--- src/rtl/stupidrv_pkg.sv ---
// Shared definitions for the stupidrv core and its instruction cache:
// reset address, cache FSM states and geometry helpers.
package stupidrv_pkg;

    localparam logic [31:0] DEFAULT_RESET_ADDR = 32'h0000_0000;

    typedef enum logic [1:0] {
        IDLE = 2'b00,
        REQ  = 2'b01,
        WAIT = 2'b10
    } icache_state_e;

    function automatic int unsigned icache_index_width(input int unsigned entries);
        return $clog2(entries);
    endfunction

    // Word addressing drops two bits; the index takes the next log2(entries).
    function automatic int unsigned icache_tag_width(input int unsigned entries);
        return 32'd30 - $clog2(entries);
    endfunction

endpackage

--- src/rtl/stupidrv_icache_array.sv ---
// Line storage for the instruction cache: valid bits, tags and data words with
// one combinational read port, one write port and a synchronous clear.
module stupidrv_icache_array
    import stupidrv_pkg::*;
#(
    parameter int unsigned ENTRIES = 8,
    parameter int unsigned IDX_W   = icache_index_width(ENTRIES),
    parameter int unsigned TAG_W   = icache_tag_width(ENTRIES)
) (
    input  logic             clock,
    input  logic             reset,
    input  logic             clear,
    input  logic             write_en,
    input  logic [IDX_W-1:0] write_index,
    input  logic [TAG_W-1:0] write_tag,
    input  logic [31:0]      write_data,
    input  logic [IDX_W-1:0] read_index,
    output logic             read_valid,
    output logic [TAG_W-1:0] read_tag,
    output logic [31:0]      read_data
);

    logic [ENTRIES-1:0] valid_r;
    logic [TAG_W-1:0]   tag_r  [ENTRIES];
    logic [31:0]        data_r [ENTRIES];

    // Valid bits: cleared by reset or flush; a clear beats a same-cycle fill.
    always_ff @(posedge clock) begin
        if (reset || clear) begin
            valid_r <= {ENTRIES{1'b0}};
        end else if (write_en) begin
            valid_r[write_index] <= 1'b1;
        end else begin
            valid_r <= valid_r;
        end
    end

    // Tag and data storage; data is zeroed on reset so the read port never shows X.
    always_ff @(posedge clock) begin
        if (reset) begin
            for (int i = 0; i < int'(ENTRIES); i++) begin
                tag_r[i]  <= {TAG_W{1'b0}};
                data_r[i] <= 32'h0000_0000;
            end
        end else if (write_en && !clear) begin
            tag_r[write_index]  <= write_tag;
            data_r[write_index] <= write_data;
        end else begin
            tag_r  <= tag_r;
            data_r <= data_r;
        end
    end

    assign read_valid = valid_r[read_index];
    assign read_tag   = tag_r[read_index];
    assign read_data  = data_r[read_index];

endmodule

--- src/rtl/stupidrv_icache.sv ---
// Direct-mapped, one-word-per-line instruction cache between the stupidrv
// fetch port and a valid/ready read bus; misses stall the core until filled.
module stupidrv_icache
    import stupidrv_pkg::*;
#(
    parameter logic [31:0] RESET_ADDR = DEFAULT_RESET_ADDR,
    parameter int unsigned ENTRIES    = 8
) (
    input  logic        clock,
    input  logic        reset,
    input  logic [31:0] imem_addr,
    output logic [31:0] imem_data,
    output logic        stall,
    input  logic        flush,
    output logic        mem_valid,
    output logic [31:0] mem_addr,
    input  logic        mem_ready,
    input  logic        mem_rvalid,
    input  logic [31:0] mem_rdata
);

    localparam int unsigned IDX_W = icache_index_width(ENTRIES);
    localparam int unsigned TAG_W = icache_tag_width(ENTRIES);

    icache_state_e    state_r;
    icache_state_e    state_s;
    logic [31:0]      addr_r;
    logic             mem_valid_r;
    logic [31:0]      mem_addr_r;
    logic             drop_r;
    logic             fill_s;
    logic             hit_s;
    logic [IDX_W-1:0] index_s;
    logic [TAG_W-1:0] tag_s;
    logic             line_valid_s;
    logic [TAG_W-1:0] line_tag_s;
    logic             unused_addr_bits_s;

    assign index_s            = addr_r[2 +: IDX_W];
    assign tag_s              = addr_r[31 -: TAG_W];
    assign unused_addr_bits_s = ^addr_r[1:0];

    stupidrv_icache_array #(
        .ENTRIES (ENTRIES),
        .IDX_W   (IDX_W),
        .TAG_W   (TAG_W)
    ) u_array (
        .clock       (clock),
        .reset       (reset),
        .clear       (flush),
        .write_en    (fill_s),
        .write_index (index_s),
        .write_tag   (tag_s),
        .write_data  (mem_rdata),
        .read_index  (index_s),
        .read_valid  (line_valid_s),
        .read_tag    (line_tag_s),
        .read_data   (imem_data)
    );

    assign hit_s     = (state_r == IDLE) && line_valid_s && (line_tag_s == tag_s);
    assign stall     = ~reset & ~hit_s;
    assign mem_valid = mem_valid_r;
    assign mem_addr  = mem_addr_r;

    // Next-state logic; a fill is suppressed if a flush landed during the fetch.
    always_comb begin
        state_s = state_r;
        fill_s  = 1'b0;
        case (state_r)
            IDLE: begin
                if (hit_s) begin
                    state_s = IDLE;
                end else begin
                    state_s = REQ;
                end
            end
            REQ: begin
                if (mem_ready) begin
                    state_s = WAIT;
                end else begin
                    state_s = REQ;
                end
            end
            WAIT: begin
                if (mem_rvalid) begin
                    state_s = IDLE;
                    fill_s  = ~flush & ~drop_r;
                end else begin
                    state_s = WAIT;
                end
            end
            default: begin
                state_s = IDLE;
                fill_s  = 1'b0;
            end
        endcase
    end

    // FSM, captured fetch address and registered bus request.
    always_ff @(posedge clock) begin
        if (reset) begin
            state_r     <= IDLE;
            addr_r      <= RESET_ADDR;
            mem_valid_r <= 1'b0;
            mem_addr_r  <= RESET_ADDR;
            drop_r      <= 1'b0;
        end else begin
            state_r     <= state_s;
            mem_valid_r <= (state_s == REQ);
            if (!stall) begin
                addr_r <= imem_addr;
            end else begin
                addr_r <= addr_r;
            end
            // The request address is latched once on entry to REQ and held until accepted.
            if ((state_r == IDLE) && (state_s == REQ)) begin
                mem_addr_r <= {addr_r[31:2], 2'b00};
            end else begin
                mem_addr_r <= mem_addr_r;
            end
            if (state_s == IDLE) begin
                drop_r <= 1'b0;
            end else if (flush && (state_r != IDLE)) begin
                drop_r <= 1'b1;
            end else begin
                drop_r <= drop_r;
            end
        end
    end

endmodule

--- config.mk ---
export PLATFORM = sky130hd
export DESIGN_NAME = stupidrv_icache
export DESIGN_NICKNAME = d
export VERILOG_FILES = /design/src/rtl/stupidrv_pkg.sv /design/src/rtl/stupidrv_icache_array.sv /design/src/rtl/stupidrv_icache.sv
export SDC_FILE = /design/constraint.sdc
export NUM_CORES = 1
export LEC_CHECK = 0
export CORE_MARGIN = 2
export CORE_UTILIZATION = 45
export DETAILED_ROUTE_END_ITERATION = 8
export GPL_TIMING_DRIVEN = 1
export PLACE_DENSITY_LB_ADDON = 0.1
export SETUP_SLACK_MARGIN = 0.15
export SLEW_MARGIN = 10
export SYNTH_ARGS = -nofsm -noshare
export SYNTH_HDL_FRONTEND = slang
export SYNTH_SLANG_ARGS = --single-unit
--- constraint.sdc ---
create_clock -name clock -period 5.6 [get_ports clock]
set_clock_uncertainty 0.05 [all_clocks]
set_input_delay 1.68 -clock clock [delete_from_list [all_inputs] [get_ports clock]]
set_output_delay 1.68 -clock clock [all_outputs]
set_load 0.02 [all_outputs]
# Word level (Yosys, flattened, before mapping)
# Index checks and enable logic that the tools add are counted.
dict set report word_totals {
  reg_bits 546
  inputBits 69
}
dict set report op_classes {
  eq_ne 4
  n_bitwise 8
  order_cmp 4
  reduce_logical 13
  n_mux 22
}
# cell n
set ops {}
lappend ops {{256-bit bitwise mux} 1}
lappend ops {{216-bit bitwise mux} 1}
lappend ops {{32-bit binary-select mux with 3-bit select} 1}
lappend ops {{32-bit demux with 3-bit select} 1}
lappend ops {{32-bit 2-to-1 mux} 3}
lappend ops {{27-bit binary-select mux with 3-bit select} 1}
lappend ops {{27-bit demux with 3-bit select} 1}
lappend ops {{27-bit 2-to-1 mux} 3}
lappend ops {{27-bit equality test} 1}
lappend ops {{8-bit OR} 1}
lappend ops {{1-bit logical AND} 7}
lappend ops {{2-bit one-hot mux with 3 select lines} 1}
lappend ops {{1-bit 2-to-1 mux} 5}
lappend ops {{2-bit by 1-bit equality test with 1-bit output (second input constant)} 2}
lappend ops {{4-bit >= comparator (second input constant)} 1}
lappend ops {{2-bit zero test} 2}
lappend ops {{3-bit by 4-bit less-than comparator with 1-bit output (second input constant)} 1}
lappend ops {{4-bit by 1-bit less-than comparator with 1-bit output (second input constant)} 1}
lappend ops {{2-bit 2-to-1 mux} 2}
lappend ops {{1-bit NOT} 4}
lappend ops {{3-bit NOT with 4-bit output} 1}
lappend ops {{1-bit binary-select mux with 3-bit select} 1}
lappend ops {{1-bit demux with 3-bit select} 1}
lappend ops {{3-bit by 1-bit >= comparator with 1-bit output (second input constant)} 1}
lappend ops {{6 further kinds} 7}

# Longest topological paths before layout
# Gate-level depths: netlist (run 1).
dict set report depth {
  ltp_word 10
  mapped_depth 15
  mapped_depth_nobuf 8
}

# Modules after synthesis
# Synthesis (run 1) repeated with hierarchy kept, for this count alone.
dict set report unflattened {
  cells_unflattened 2263
  hier_area_um2 25517.0
}
# module cells_each seq_area_each_um2 area_each_um2 instances
set modules_own_cells {}
lappend modules_own_cells {stupidrv_icache_array 1904 9609.2 22242.6 1}
lappend modules_own_cells {stupidrv_icache 359 1281.2 3274.4 1}

# Worst setup path after synthesis (run 1)
# No wires, ideal clock.
dict set report synth_timing {
  path_kind {flip-flop to output port}
  start {register addr_r[4]}
  end {output imem_data[17]}
  required_ns 3.870
  path_buffers 8
  arrival_ns 2.834
  stages_incl_launch_ff 12
  path_slack_ns 1.036
  cell_sequence {dfxtp_1 buf_6 buf_6 buf_6 buf_2 buf_4 buf_2 buf_1 buf_1 mux2_2 a221oi_1 o21ai_0}
}
dict set report synth_between {
  elab_chain_len 4
}
# item line_no
set synth_lines {}
lappend synth_lines {{from (decl)} stupidrv_icache.sv:27} ;# logic [31:0] addr_r;
lappend synth_lines {{from (signal assigned)} stupidrv_icache.sv:112} ;# addr_r <= imem_addr;
lappend synth_lines {{from (signal assigned)} stupidrv_icache.sv:114} ;# addr_r <= addr_r;
lappend synth_lines {{3-bit NOT with 4-bit output (implied by the code)} stupidrv_icache_array.sv:56} ;# assign read_data = data_r[read_index];
lappend synth_lines {{32-bit binary-select mux with 3-bit select} stupidrv_icache_array.sv:56}
lappend synth_lines {{32-bit 2-to-1 mux (implied by the code) (2 in a row)} stupidrv_icache_array.sv:56}
lappend synth_lines {{to (decl)} stupidrv_icache.sv:12} ;# output logic [31:0] imem_data,
# Every way passes these cells. The select of a mux whose other input is x is not followed.

# Worst setup path after layout (run 1)
dict set report layout_timing {
  start {register addr_r[2]}
  end {output stall}
}
dict set report layout_between {
  elab_chain_len 8
  word_cells_on_any_way 11
  classes_between {eq/ne: 1; mux: 5; bitwise: 3; reduce/logical: 2}
}
# item line_no
set layout_lines {}
lappend layout_lines {{3-bit NOT with 4-bit output (implied by the code)} stupidrv_icache_array.sv:55} ;# assign read_tag = tag_r[read_index];
lappend layout_lines {{27-bit binary-select mux with 3-bit select} stupidrv_icache_array.sv:55}
lappend layout_lines {{27-bit 2-to-1 mux (implied by the code) (2 in a row)} stupidrv_icache_array.sv:55}
lappend layout_lines {{27-bit equality test} stupidrv_icache.sv:61} ;# assign hit_s = (state_r == IDLE) && line_valid_s && (line_tag_s == tag_s);
lappend layout_lines {{1-bit logical AND *} stupidrv_icache.sv:61}
lappend layout_lines {{1-bit NOT *} stupidrv_icache.sv:62} ;# assign stall = ~reset & ~hit_s;
lappend layout_lines {{1-bit AND *} stupidrv_icache.sv:62}
lappend layout_lines {{to (decl)} stupidrv_icache.sv:13} ;# output logic stall,
# Every way passes the cells marked *; elsewhere a longest branch is shown, timed or not. The select of a mux whose other input is x is not followed.

==> results.md, run 1 <==
- Status: finished clean
- Crit Path Class: flop to primary output
- Max-slew violations: 0
- YS warnings: 0
- Final period util: 0.949
- GP Congestion: about 0.8
- Pre-antenna DRT Iters: 6
- Pwr dens: ~300 nW/um^2
- Largest net degree at the start of global routing: 200
- Mean Syn Cell Area: 8.06 sq um
- Core footprint: a little over 50,000 sq um
- Commonest non-fill, non-tap cell in the layout: nand2_1
- Hold_buf cts: 0
- Clk Latency, worst-skew pair: roughly 630 ps
- Final hold vios: 0
- Worst path required time: about 3900 ps
- Hold wc startpoint: u_array.tag_r[98]
- MaxCap Viol Count: 0
- Worst-Margin Slew: about 1200 ps
- Reg2reg start: addr_r[2]
- Post-synth ARST share: 0
- Port bufs: between 100 and 150
- VDD IR max: slightly above 0.2 mV
- Reg2Reg Depth: 13
- Yosys cell types: between 50 and 60
- Fill count: roughly 4,600
- Overflow after GRT: 0
- Sink Count: 544
- Drt total wl: 76,900 microns
- Tmin final: ~5300 ps
- Chip Width: ~230 microns
- Setup violations, final: 0
- H-tree Lvls: 2
- Initial DRC count: 1,973
- Sequential fraction of the synthesis area: 0.473
- HP Class: flop to flop
- RSZ-0062 raised after global routing: no
- Vias per std cell: around 5.7
- Worst-path clk slew: 60 ps
- Leak pwr: about 8.6 nW
- Post-synth EDFFs: 0
- Syn-to-layout area delta: 16.7%
- First-pass GRT wire length: between 100,000 and 150,000 microns
- # DRC: 0
- Starting density of the core: 0.457
- Clock Tree Root: clkbuf_16
- Final nets: approximately 2,900
- Antenna violations before repair: 4
- Crit end category: primary output
- Num ports: 135
- Main synth FF type: dfxtp_1
- DIE AREA: 53,000 sq um
- Global-route usage over all layers: 0.285
- Final instance area: around 27,000 sq um
- Bufs on Longest Clock Path: 3
- Antenna viol nets, final: 0
- Max Freq: about 190 MHz
- Synthesized area: between 20,000 and 25,000 sq um
- Layout cells sized above 1: 0.115
- CP Data Arrival Time: approximately 3600 ps
- Vias in the first global route: a little under 20,000
- FF+latch count, synth: 544
- Crit Path Max Fanout: 9
- Die H: about 230 microns
- Min-Delay Path Depth: 2
- Num CTS Buffers: 59
- # rows: ~80
- Slew margin rel.: 0.183
- Post-DP Area: ~25,000 sq um
- Total Negative Setup Slacks: 0 ps
- DR WL/cell: between 20 and 25 microns
- CP startpoint kind: flop
- Critical path startpoint: addr_r[2]
- HPWL after detailed placement: 42,600 microns
- Post-Syn Instances: about 2,900
- CTS tree: done
- Most frequent cells in the layout: 964 x nand2_1, 541 x dfxtp_1, 523 x a21oi_1, 128 x clkdlybuf4s50_1, 86 x mux2i_1
- Vias: around 20,000
## stage by stage
stage           util  hold WS, ps  setup WS [ps]  total power [mW]  instances
4_1_cts        0.534          401            178              8.15       3578
3_3_place_gp   0.490          388            344              4.16       3455
2_1_floorplan      -          381           1040              4.09       2860
5_1_grt        0.534          418            195              8.32       3578
3_5_place_dp   0.490          393            297              4.17       3455
6_report       0.534          403            286              8.08       3581
## cells by family after synthesis
kind of cell | synth area share
simple gates | 0.196
compound gates | 0.173
flops | 0.473
buf+inv | 0.0607
mux | 0.0916
xor+xnor | 0.00532
other cells | 0.000163
## repair_timing
item | CTS | global route
pin swaps | 3 | 2
gates resized for setup | 10 | 1
buffers inserted | 13 | 0
endpoints found under the hold margin | 0 | 0
endpoints found under the setup margin | 3 | 2
## Yosys cell counts (all sizes together), types with 2 or more instances
library cell | number | area share
a21o | 2 | 0.00065
o22ai | 13 | 0.0035
nor2 | 66 | 0.011
nand2 | 970 | 0.16
inv | 2 | 0.00033
or3b | 28 | 0.011
or3 | 11 | 0.0030
a221oi | 35 | 0.013
xor2 | 3 | 0.0011
a21oi | 523 | 0.11
xnor2 | 11 | 0.0042
a221o | 5 | 0.0022
o21a | 11 | 0.0036
o21ai | 57 | 0.012
o221ai | 9 | 0.0034
dfxtp | 544 | 0.47
mux2i | 86 | 0.037
nand4 | 6 | 0.0016
o22a | 2 | 0.00076
and3 | 2 | 0.00054
nor3 | 13 | 0.0028
a22oi | 24 | 0.0078
buf | 74 | 0.024
mux2 | 45 | 0.022
nor4b | 4 | 0.0015
and2 | 10 | 0.0027
o211ai | 7 | 0.0023
nand2b | 5 | 0.0014
a222oi | 7 | 0.0030
a22o | 13 | 0.0049
clkbuf | 222 | 0.036
nand3 | 3 | 0.00065
a31oi | 2 | 0.00054
nor2b | 3 | 0.00081
mux4 | 33 | 0.032
## worst paths after layout
path	end	slack, ps
worst max-delay path	stall	290
worst min-delay path	u_array.tag_r[98]	400
worst max register to register	mem_addr[3]	1300
worst min register to register	u_array.tag_r[98]	400
## registers in the layout, indices dropped and copies added (netlist names)
register,count
drop_r,1
u_array.tag_r,216
state_r,2
mem_addr,30
addr_r,30
mem_valid,1
u_array.valid_r,8
u_array.data_r,256
## routing by layer
| metal | vias up | track usage | share of wire |
|---|---|---|---|
| met5 | - | 0 | 0.00017 |
| met4 | 2 | 0.105 | 0.033 |
| li1 | 9615 | - | - |
| met1 | 9875 | 0.365 | 0.42 |
| met3 | 155 | 0.0372 | 0.065 |
| met2 | 763 | 0.489 | 0.48 |
## area by class of cell
cell class | instances | area (sq um) | share of cell area
clock inverter | 21 | 241 | 0.00898
clock buffer | 89 | 1750 | 0.0651
tap | 672 | 841 | 0.0313
timing repair buffer | 232 | 2290 | 0.0852
sequential | 544 | 10900 | 0.405
inverter | 2 | 7.51 | 0.000279
multi-input combinational | 2018 | 10800 | 0.403
antenna | 3 | 7.51 | 0.000279
## power breakdown
group | total [mW] | internal, mW | leakage [nW] | switching, mW
sequential | 3.88 | 3.87 | 4.38 | 0.00381
clock | 4.00 | 2.38 | 0.979 | 1.62
combinational | 0.207 | 0.0664 | 3.20 | 0.141
total | 8.08 | 6.32 | 8.56 | 1.76
## worst max-delay path: stages, from the launching register on
cell and delay (ps):
dfxtp_4 370, buf_12 150, buf_4 200, mux4_2 510, mux2i_1 220, xnor2_1 140
a2111oi_4 310, nand4_1 240, nor4_4 290, buf_4 180, nor2_1 50, dlygate4sd2_1 310
(Power assumes the default switching activity.)
==> inputs of run 2 (changes only) <==
--- a/config.mk
+++ b/config.mk
@@ -6,7 +6,7 @@
 export NUM_CORES = 1
 export LEC_CHECK = 0
 export CORE_MARGIN = 2
-export CORE_UTILIZATION = 45
+export CORE_UTILIZATION = 40
 export DETAILED_ROUTE_END_ITERATION = 8
 export GPL_TIMING_DRIVEN = 1
 export PLACE_DENSITY_LB_ADDON = 0.1
==> results.md, run 2 (synthesis results as in run 1) <==
- DR WL/cell: approximately 21 microns
- RSZ-0062 raised after global routing: yes
- Antenna violations before repair: 3
- Num ports: ~140
- Largest net degree at the start of global routing: between 150 and 200
- Final nets: slightly below 3,000
- HPWL after detailed placement: about 44,000 microns
- Core footprint: approximately 57,000 sq um
- Critical Path Max Stage Delay: 590 ps
- Reg2Reg Depth: 13
- Initial DRC count: ~1,700
- DIE AREA: approximately 60,000 sq um
- GR Util met3: 0.0388
- Pre-antenna DRT Iters: 6
- Max Freq: 188 MHz
- Hold EP: u_array.data_r[166]
- # rows: 87
- DP Worst Slack: between 300 and 400 ps
- Global-route usage over all layers: 0.255
- Setup violations, final: 0
- First-pass GRT wire length: between 100,000 and 150,000 microns
- Clk Latency, worst-skew pair: a little over 600 ps
- Most Crowded Layer GR: met2
- Internal reg-to-reg setup slack: 1320 ps
- Vias: around 20,000
- Vias per std cell: approximately 5.5
- Port bufs: 130
- Min-Delay Path Depth: 2
- Hold_buf cts: 0
- Reg2reg start: addr_r[2]
- Max-slew violations: 0
- Antenna viol nets, final: 0
- Crit Path Max Fanout: 16
- HP Class: flop to flop
- Commonest non-fill, non-tap cell in the layout: nand2_1
- Final period util: 0.950
- MaxCap Viol Count: 0
- Drt total wl: a little under 80,000 microns
- # DRC: 0
- Overflow after GRT: 0
- CP Data Arrival Time: 3590 ps
- Crit Path Class: flop to primary output
- CP startpoint kind: flop
- Clock Tree Root: clkbuf_16
- Worst path slowest cell: or4_1
- GP Congestion: 0.779
- Crit-path cells: buf_4, buf_12, mux4_2, nor2_1, or3_1, nand4_1, or4_1, nor4_4, buf_4, nor2_1, clkdlybuf4s15_1
- Largest register by flop count: u_array.data_r
- Chip Width: 244 microns
- Crit path buf inv count: 4
- VDD IR max: around 0.24 mV
- Largest registers: u_array.data_r: 256 flops, u_array.tag_r: 216 flops
- R2R Path End: mem_addr[11]
- Hold wc startpoint: u_array.data_r[166]
- Clock power frac: 0.487
- Slew margin rel.: 0.164
- Layout cells sized above 1: 0.115
- H-tree Lvls: 2
- Leak pwr: 8.52 nW
- Total Negative Setup Slacks: 0 ps
- Worst Slack Setup Final: between 200 and 300 ps
- Worst path required time: slightly below 4000 ps
- Switch Pwr: around 1.8 mW
- CTS tree: done
- Critical path startpoint: addr_r[2]
- Vias in the first global route: 19,700
- Most frequent cells in the layout: 964 x nand2_1, 541 x dfxtp_1, 523 x a21oi_1, 128 x clkdlybuf4s50_1, 86 x mux2i_1
- Final hold vios: 0
- Met2 global-route usage: 0.429
- Max FFs per register: 256
- Sw Ratio: 0.221
- Met1 Track Usage GR: 0.334
- Tmin final: 5320 ps
- Worst-path clk slew: around 60 ps
- Bufs on Longest Clock Path: 3
- Syn-to-layout area delta: 16.7%
- Die H: roughly 240 microns
- Int Pwr: roughly 6.2 mW
- Combinational fraction of design power: 0.026
- Starting density of the core: 0.406
- Pwr dens: 296 nW/um^2
- Sink Count: around 540
- Crit end category: primary output
- Worst path top cell family by delay: simple AND/OR/NAND/NOR gates
- Register share of total power: 0.487
- Num CTS Buffers: between 50 and 60
- Worst-Margin Slew: roughly 1300 ps
- Status: finished clean
run 2: cell count changes in the layout (fill, tap and decap cells not counted), sizes merged:
cell,change
diode,-2
bufinv,-4
clkbuf,+6
inv,+2
clkdlybuf4s15,+1
clkinvlp,-3
dlygate4sd2,-1
clkinv,-2
run 2: worst max path at each step:
stage                                to  slack (ps)  cells past startpoint
final                             stall         280                     11
after global routing              stall         130                     11
after global placement            stall         430                      9
after floorplan           imem_data[17]        1040                     11
after detailed placement          stall         380                      9
after CTS                 imem_data[23]         170                      9
run 2: per-stage QoR:
stage | area, sq um | hold slack, ps | util | cells | total power, mW
5_1_grt | 26900 | 415 | 0.474 | 3661 | 8.20
4_1_cts | 26900 | 403 | 0.474 | 3661 | 8.02
2_1_floorplan | 23000 | 381 | - | 2860 | 4.09
3_3_place_gp | 24800 | 388 | 0.438 | 3540 | 4.17
3_5_place_dp | 24800 | 395 | 0.438 | 3540 | 4.17
6_report | 26900 | 402 | 0.474 | 3662 | 7.96
run 2: routing by layer:
metal  wire (microns)  share of wire  vias to the layer above
met1            33800           0.43                     9916
li1                 -              -                     9599
met5               26        0.00033                        -
met2            37300           0.48                      664
met3             4990          0.064                      128
met4             1950          0.025                        4
run 2: what timing repair did:
item / in CTS / in global routing
pin swaps: 1 / 0
resized for setup: 3 / 6
buffers inserted: 12 / 0
setup endpoints to repair: 5 / 3
run 2: power by group through the flow:
stage	Sequential, mW	Combinational, mW	Clock (mW)
detailed placement	3.96	0.206	0
CTS	3.88	0.207	3.94
global route	3.88	0.221	4.10
global placement	3.96	0.203	0
finish	3.88	0.207	3.87
floorplan	3.96	0.126	0
run 2: final cells by class:
type                    instances  area [sq um]
repair buffers                232          2280
fillers                      5431         29800
clock buffers                  95          1820
clock inverters                14           106
flip-flops and latches        544         10900
well taps                     756           946
diodes                          1          2.50
inverters                       2          7.51
multi-input cells            2018         10800
run 2: worst reg2reg max path, cell delays in order (launching register included):
cell	delay (ps)
dfxtp_4	440
buf_4	150
buf_12	160
mux4_2	520
nor2_1	120
or3_1	130
nand4_1	70
or4_1	590
nor4_4	260
buf_4	180
buf_4	310
buf_4	730
or3b_2	340
a21oi_1	70
